$ cat config.mk
export PLATFORM = sky130hd
export DESIGN_NAME = param_serial_subtractor
export DESIGN_NICKNAME = d
export VERILOG_FILES = /design/src/rtl/param_arith_pkg.sv /design/src/rtl/full_subtractor.sv /design/src/rtl/param_serial_subtractor.sv
export SDC_FILE = /design/constraint.sdc
export NUM_CORES = 1
export LEC_CHECK = 0
export ABC_AREA = 1
export BUFFER_PORTS_ARGS = -buffer_cell sky130_fd_sc_hd__buf_2
export CORE_MARGIN = 5
export CORE_UTILIZATION = 30
export CTS_BUF_LIST = sky130_fd_sc_hd__clkbuf_16
export CTS_CLUSTER_SIZE = 16
export DETAILED_ROUTE_END_ITERATION = 16
export PLACE_DENSITY = 0.49
export SETUP_SLACK_MARGIN = 0.15
export SLEW_MARGIN = 10
export SYNTH_ARGS = -nofsm -noshare
export SYNTH_HDL_FRONTEND = slang
export SYNTH_SLANG_ARGS = --single-unit
$ cat constraint.sdc
create_clock -name i_clk -period 1.32 [get_ports i_clk]
set_input_delay 0.264 -clock i_clk [delete_from_list [all_inputs] [get_ports i_clk]]
set_output_delay 0.264 -clock i_clk [all_outputs]
set_load 0.02 [all_outputs]
$ cat src/rtl/param_arith_pkg.sv
// Shared definitions for the serial arithmetic blocks: FSM state
// encodings and the state type built on them.
package param_arith_pkg;

    localparam logic [1:0] STATE_IDLE  = 2'd0;
    localparam logic [1:0] STATE_SHIFT = 2'd1;
    localparam logic [1:0] STATE_DONE  = 2'd2;

    typedef enum logic [1:0] {
        IDLE  = STATE_IDLE,
        SHIFT = STATE_SHIFT,
        DONE  = STATE_DONE
    } state_t;

endpackage

$ cat src/rtl/full_subtractor.sv
// One-bit full subtractor: computes a - b - borrow_in.
module full_subtractor (
    input  logic a,
    input  logic b,
    input  logic borrow_in,
    output logic diff,
    output logic borrow_out
);

    // Difference bit and outgoing borrow for a single bit position
    always_comb begin
        diff       = a ^ b ^ borrow_in;
        borrow_out = (~a & b) | (~(a ^ b) & borrow_in);
    end

endmodule

$ cat src/rtl/param_serial_subtractor.sv
// Bit-serial unsigned subtractor: processes one bit per cycle, LSB first,
// and presents {borrow, difference} with a one-cycle valid pulse.
module param_serial_subtractor
    import param_arith_pkg::*;
#(
    parameter int WIDTH = 5
) (
    input  logic             i_clk,
    input  logic             i_rst_n,
    input  logic             i_start,
    input  logic [WIDTH-1:0] i_minuend,
    input  logic [WIDTH-1:0] i_subtrahend,
    output logic             o_ready,
    output logic             o_valid,
    output logic [WIDTH:0]   o_result
);

    localparam int CNT_W = $clog2(WIDTH + 1);

    state_t           state;
    state_t           state_next;
    logic [WIDTH-1:0] a_sr;
    logic [WIDTH-1:0] b_sr;
    logic [WIDTH-1:0] diff_sr;
    logic [WIDTH-1:0] diff_next;
    logic [WIDTH-1:0] diff_bit_vec;
    logic             borrow_reg;
    logic [CNT_W-1:0] bit_cnt;
    logic             diff_bit;
    logic             borrow_out;
    logic             last_bit;
    logic             accept;
    logic             finish;

    full_subtractor u_full_subtractor (
        .a          (a_sr[0]),
        .b          (b_sr[0]),
        .borrow_in  (borrow_reg),
        .diff       (diff_bit),
        .borrow_out (borrow_out)
    );

    // State register
    always_ff @(posedge i_clk or negedge i_rst_n) begin
        if (!i_rst_n) begin
            state <= IDLE;
        end else begin
            state <= state_next;
        end
    end

    // Next-state logic: IDLE -> SHIFT for WIDTH cycles -> DONE -> IDLE
    always_comb begin
        state_next = state;
        case (state)
            IDLE:    if (i_start) state_next = SHIFT;
            SHIFT:   if (last_bit) state_next = DONE;
            DONE:    state_next = IDLE;
            default: state_next = IDLE;
        endcase
    end

    // FSM outputs: ready only while idle, finish while in DONE
    always_comb begin
        o_ready = (state == IDLE);
        finish  = (state == DONE);
        accept  = o_ready && i_start;
    end

    // New difference bit enters at the MSB so bit 0 ends at position 0
    always_comb begin
        diff_bit_vec           = '0;
        diff_bit_vec[WIDTH-1]  = diff_bit;
        diff_next              = (diff_sr >> 1) | diff_bit_vec;
        last_bit               = (bit_cnt == CNT_W'(WIDTH - 1));
    end

    // Operand capture on accept, then one bit shifted out per SHIFT cycle
    always_ff @(posedge i_clk or negedge i_rst_n) begin
        if (!i_rst_n) begin
            a_sr       <= '0;
            b_sr       <= '0;
            diff_sr    <= '0;
            borrow_reg <= 1'b0;
            bit_cnt    <= '0;
        end else if (accept) begin
            a_sr       <= i_minuend;
            b_sr       <= i_subtrahend;
            diff_sr    <= '0;
            borrow_reg <= 1'b0;
            bit_cnt    <= '0;
        end else if (state == SHIFT) begin
            a_sr       <= a_sr >> 1;
            b_sr       <= b_sr >> 1;
            diff_sr    <= diff_next;
            borrow_reg <= borrow_out;
            bit_cnt    <= bit_cnt + CNT_W'(1);
        end
    end

    // Result register and valid pulse, loaded once per operation from DONE
    always_ff @(posedge i_clk or negedge i_rst_n) begin
        if (!i_rst_n) begin
            o_valid  <= 1'b0;
            o_result <= '0;
        end else begin
            o_valid <= finish;
            if (finish) begin
                o_result <= {borrow_reg, diff_sr};
            end
        end
    end

endmodule

Word level (Yosys, flattened, before mapping)
Cells that the tools add are included.
Cells by class
  $add $sub $neg: 1
  mux-type cells: 13
  bitwise operators: 8
  reduce and logical (&&, ||, !) cells: 4
  eq/ne operators: 5
Operators by type and width (number)
  $mux W5: 6
  $mux W3: 2
  $or A4 B5 Y5: 1
  $mux W2: 2
  $ne A2 B2 Y1 const B: 2
  $pmux W2 S2: 1
  $add A3 B1 Y3 const B: 1
  $eq A3 B3 Y1 const B: 1
  $and A1 B1 Y1: 2
  $eq A2 B1 Y1 const B: 1
  $eq A2 B2 Y1 const B: 1
  $logic_not A2 Y1: 1
  $mux W1: 2
  $not A1 Y1: 2
  $reduce_and A2 Y1: 1
  $reduce_bool A2 Y1: 1
  $xor A1 B1 Y1: 2
  $logic_and A1 B1 Y1: 1
  $or A1 B1 Y1: 1
Word-level totals
  bits in registers: 28
  word-level logic and storage cells: 39
  output and inout bits: 8

Depth between registers and ports, before layout
  depth in word-level cells: 6
  depth in mapped cells: 6
  mapped depth without buffers: 5

By module
A second synthesis with hierarchy kept.
Unflattened totals
  cell total of the unflattened synthesis: 145
  area total of the unflattened synthesis: 1253.7 um2
By module, submodules not included
  param_serial_subtractor: seq. area each 700.7 um2, instances 1, area an instance 1222.4 um2, cells an instance 141
  full_subtractor: seq. area each 0.0 um2, instances 1, area an instance 31.3 um2, cells an instance 4

Worst setup path before layout
No wires, ideal clock.
  path kind: register to register
  start point: register state[0]
  end point: register a_sr[2]
  data arrival time: 1009 ps
  stages on the path, launching flop included: 7
  path slack: 194 ps
  buffers on the path: 2
  clock period less this slack: 1126 ps
  path through: dfrtp_1 > buf_6 > nor2_1 > buf_4 > nand3b_1 > nand2_1 > nand2_1
Between the ends
  longest elaborated chain between the ends: 3
  elaborated cells on any way between the ends: 5
  those cells by class: 1 x eq/ne; 1 x mux; 3 x reduce/logical
RTL lines
  start: declaration: line param_serial_subtractor.sv:20  | state_t state;
  start signal: assignment: line param_serial_subtractor.sv:48  | state <= state_next;
  $logic_not A2 Y1 (*): line param_serial_subtractor.sv:65  | o_ready = (state == IDLE);
  net o_ready: line param_serial_subtractor.sv:13  | output logic o_ready,
  $logic_and A1 B1 Y1 (*): line param_serial_subtractor.sv:67  | accept = o_ready && i_start;
  $mux W5 or $reduce_bool A2 Y1 (tied branches)
  end signal: assignment: line param_serial_subtractor.sv:87  | a_sr <= i_minuend;
  end signal: assignment: line param_serial_subtractor.sv:93  | a_sr <= a_sr >> 1;
  end: declaration: line param_serial_subtractor.sv:22  | logic [WIDTH-1:0] a_sr;
Mark *: on every way through the listed nets, which the timed path passes. The rest lies on a longest branch.
A chain may end at the register's enable or synchronous reset.

Worst setup path after layout
  start point: register state[1]
  end point: output o_ready
Between the ends
  longest elaborated chain between the ends: 1
RTL lines (line)
  $logic_not A2 Y1: param_serial_subtractor.sv:65
  end: declaration: param_serial_subtractor.sv:13
No other way between the ends.

==> results by group <==
Run status
  • Status: finished clean

Global routing
  • Largest net degree at the start of global routing: 29
  • GRT Total Usage: 0.103
  • Vias in the first global route: 1028
  • Grt total ovfl: 0
  • First-pass GRT wire length: 4430 µm
  • Initial antenna violation count: 0

Die
  • Num rows: 23
  • Horiz. Die Dim: 74.6 µm
  • Core ar.: 0.00403 mm²
  • Die height: 74.6 µm
  • Initial Util: 0.311
  • DIE AREA: 0.00556 mm²
  • # IOs: 21

Min path
  • Hold crit path type: in2reg

Place
  • Port Buffer Count: 20
  • HPWL Detailed: 1840 µm
  • GPL Wtd Cong: 0.747
  • Pre-CTS setup slack: 0.115 ns

Synth
  • Largest family of logic cells by synthesized area: simple AND/OR/NAND/NOR gates
  • Async SR Flop Fraction: 1.00
  • Ys Warns: 0
  • Synth cell types: 16
  • Post-Synth Simple-Gate Area: 0.284
  • Main flop type after synthesis: dfrtp_1
  • Seq/Total Area, Yosys: 0.560
  • Post-synthesis register bit count: 28
  • Syn Area/Cell: 8.81 µm²
  • Post-Syn Area: 0.00125 mm²
  • Mux share of post-synthesis cell area: 0
  • Post-synth EDFFs: 0
  • Synth top cells by count: 59 x nand2_1, 28 x dfrtp_1, 14 x nand3_1
  • Post-synth top area cell: dfrtp_1
  • Syn Nets: 158
  • Syn Inst Count: 142
  • Synth top area cells: dfrtp_1 56%, nand2_1 18%, nand3_1 5.6%, o21ai_0 4.0%, inv_1 3.3%
  • Most numerous cell in the Yosys netlist: nand2_1
  • Post-Synth Adder-Cell Area: 0.0360
  • Synth Area in XOR/XNOR: 0
  • Compound-Gate Fraction of Synth Area: 0.0530
  • Share of the synthesized area in the top cell type: 0.560

Power and ir drop
  • Sequential power share: 0.401
  • Sw Share: 0.381
  • Worst VDD drop: 0.951 mV
  • Switching power of the nets: 1.39 mW
  • Comb pwr share: 0.412
  • P_leak: 0.831 nW
  • P per Cell Area: 2310 mW/mm²
  • Pint: 2.26 mW
  • Clock Power Share: 0.188

Drt
  • Met2 WL post-DR: 1200 µm
  • Via Count: 999
  • Via-per-instance ratio: 4.52
  • Pre-antenna DRT Iters: 4
  • DRC viols: 0
  • Final ANT Viol Nets: 0
  • Drt wl/cell: 11.3 µm
  • Met1 Wirelength: 1130 µm
  • WL met3: 144 µm
  • DR iter-0 viols: 69
  • Highest metal used: met4
  • Overall routed net length: 2490 µm

Final layout
  • Max FFs per register: 6
  • Final #Nets: 188
  • Largest Register: o_result
  • Ant. Diodes: 0
  • Area Overhead vs Synth: 25.9%
  • Share of post-route cells with drive strength above 1: 0.228

STA
  • Least-Margin Pin Slew: 0.241 ns
  • Final setup TNS: 0 ns
  • Max Freq: 0.830 GHz
  • Fin Hold WS: 0.245 ns
  • RSZ-0062 raised after global routing: yes
  • Final hold vios: 0
  • Clk_skew: 0.00189 ns
  • Setup WS post-layout: 0.115 ns
  • Crit share post-route: 0.913
  • Final setup violation count: 0
  • Slew Viols, Final: 0
  • Max_slew headroom: 0.839
  • Fin crit period: 1.21 ns

CTS
  • Clock root buffer: clkbuf_16
  • CTS H-Tree Depth: 1
  • CTS max path bufs: 2
  • Inserted Clock Buffers: 3
  • CTS tree: yes
  • Worst-path clk slew: 0.07 ns
  • Later-pin clock latency in the skew report: 0.26 ns
  • CTS Sinks: 28

Worst setup path
  • Critical path type: reg2out
  • Critical path, cell by cell: nor2_4 > buf_6
  • Max incr delay on CP: 0.41 ns
  • CP top delay family: flip-flops
  • Critical-path top delay cell: dfrtp_1
  • Startpoint Class: flip-flop
  • Nature of the critical path endpoint: output port
  • Critical Path AT: 0.94 ns
  • Worst Path Required: 1.06 ns
  • Bufs and invs on worst path: 1
  • CP max FO: 2

Job
  • Max-cap violation count: 0
## metal layers
metal  track usage  up-vias
li1              -      497
met1         0.127      475
met3        0.0324        4
met2         0.178       23
met5             0        -
met4        0.0237        0
## cells in the final DEF, fill, tap and decap left out
| master | instances |
|---|---|
| nor2_4 | 2 |
| o21ai_4 | 1 |
| buf_4 | 5 |
| clkinv_1 | 1 |
| buf_6 | 4 |
| nand3b_1 | 5 |
| inv_1 | 11 |
| dlygate4sd3_1 | 1 |
| inv_2 | 1 |
| dfrtp_1 | 27 |
| o21ai_0 | 10 |
| nand2_1 | 57 |
| nand2_2 | 2 |
| nor2_1 | 3 |
| buf_2 | 19 |
| dfrtp_2 | 1 |
| clkbuf_16 | 3 |
| ha_1 | 2 |
| buf_12 | 1 |
| nand3_1 | 14 |
| fa_1 | 1 |
## power by group through the flow
| stage | Clock [mW] | Sequential [mW] | Combinational [mW] |
|---|---|---|---|
| 3_3_place_gp | 0 | 1.46 | 1.40 |
| 5_1_grt | 0.754 | 1.51 | 1.72 |
| 2_1_floorplan | 0 | 1.55 | 0.883 |
| 6_report | 0.684 | 1.46 | 1.50 |
| 3_5_place_dp | 0 | 1.47 | 1.43 |
| 4_1_cts | 0.718 | 1.47 | 1.50 |
## cell families after synthesis
logic type      count (synthesis)
fa+ha+maj                       3
simple gates                   83
flops                          28
buf+inv                        17
compound gates                 11
## through the flow
stage | instance area, µm² | utilization | total power, mW | instances
global placement | 1450 | 0.359 | 2.86 | 215
floorplan | 1250 | - | 2.43 | 142
global route | 1580 | 0.391 | 3.99 | 221
detailed placement | 1450 | 0.359 | 2.89 | 215
CTS | 1560 | 0.387 | 3.68 | 221
finish | 1580 | 0.391 | 3.65 | 221
## final cells by class
type | instances | area [µm²]
Multi-Input combinational cell | 97 | 479
Clock buffer | 3 | 75.1
Fill cell | 434 | 2450
Timing Repair Buffer | 30 | 208
Inverter | 12 | 45.0
Sequential cell | 28 | 702
Clock inverter | 1 | 3.75
Tap cell | 50 | 62.6
## repair_timing
action,4_1_cts,5_1_grt
gates resized for setup,4,6
setup endpoints to repair,7,20
endpoints found under the hold margin,28,0
buffers inserted,1,0
hold buffers,1,0
pin swaps,1,3
## path summary, 6_finish.rpt
kind | slack (ns) | depth (start not counted) | endpoint | startpoint
worst max-delay path | 0.11 | 2 | o_ready | state[1]$_DFFE_PN0P_
worst min-delay path | 0.24 | 3 | b_sr[4]$_DFFE_PN0P_ | i_subtrahend[4]
worst max register to register | 0.17 | 7 | bit_cnt[2]$_DFFE_PN0P_ | state[1]$_DFFE_PN0P_
worst min register to register | 0.47 | 2 | b_sr[4]$_DFFE_PN0P_ | b_sr[4]$_DFFE_PN0P_
max in group asynchronous | 0.66 | 3 | state[0]$_DFFE_PN0P_ | i_rst_n
min in group asynchronous | 0.48 | 3 | o_result[2]$_DFFE_PN0P_ | i_rst_n
## tightest hold or removal path, stage by stage
cell	delay, ns
buf_2	0.07
nand3_1	0.07
nand2_1	0.06
(Power assumes the default switching activity.)
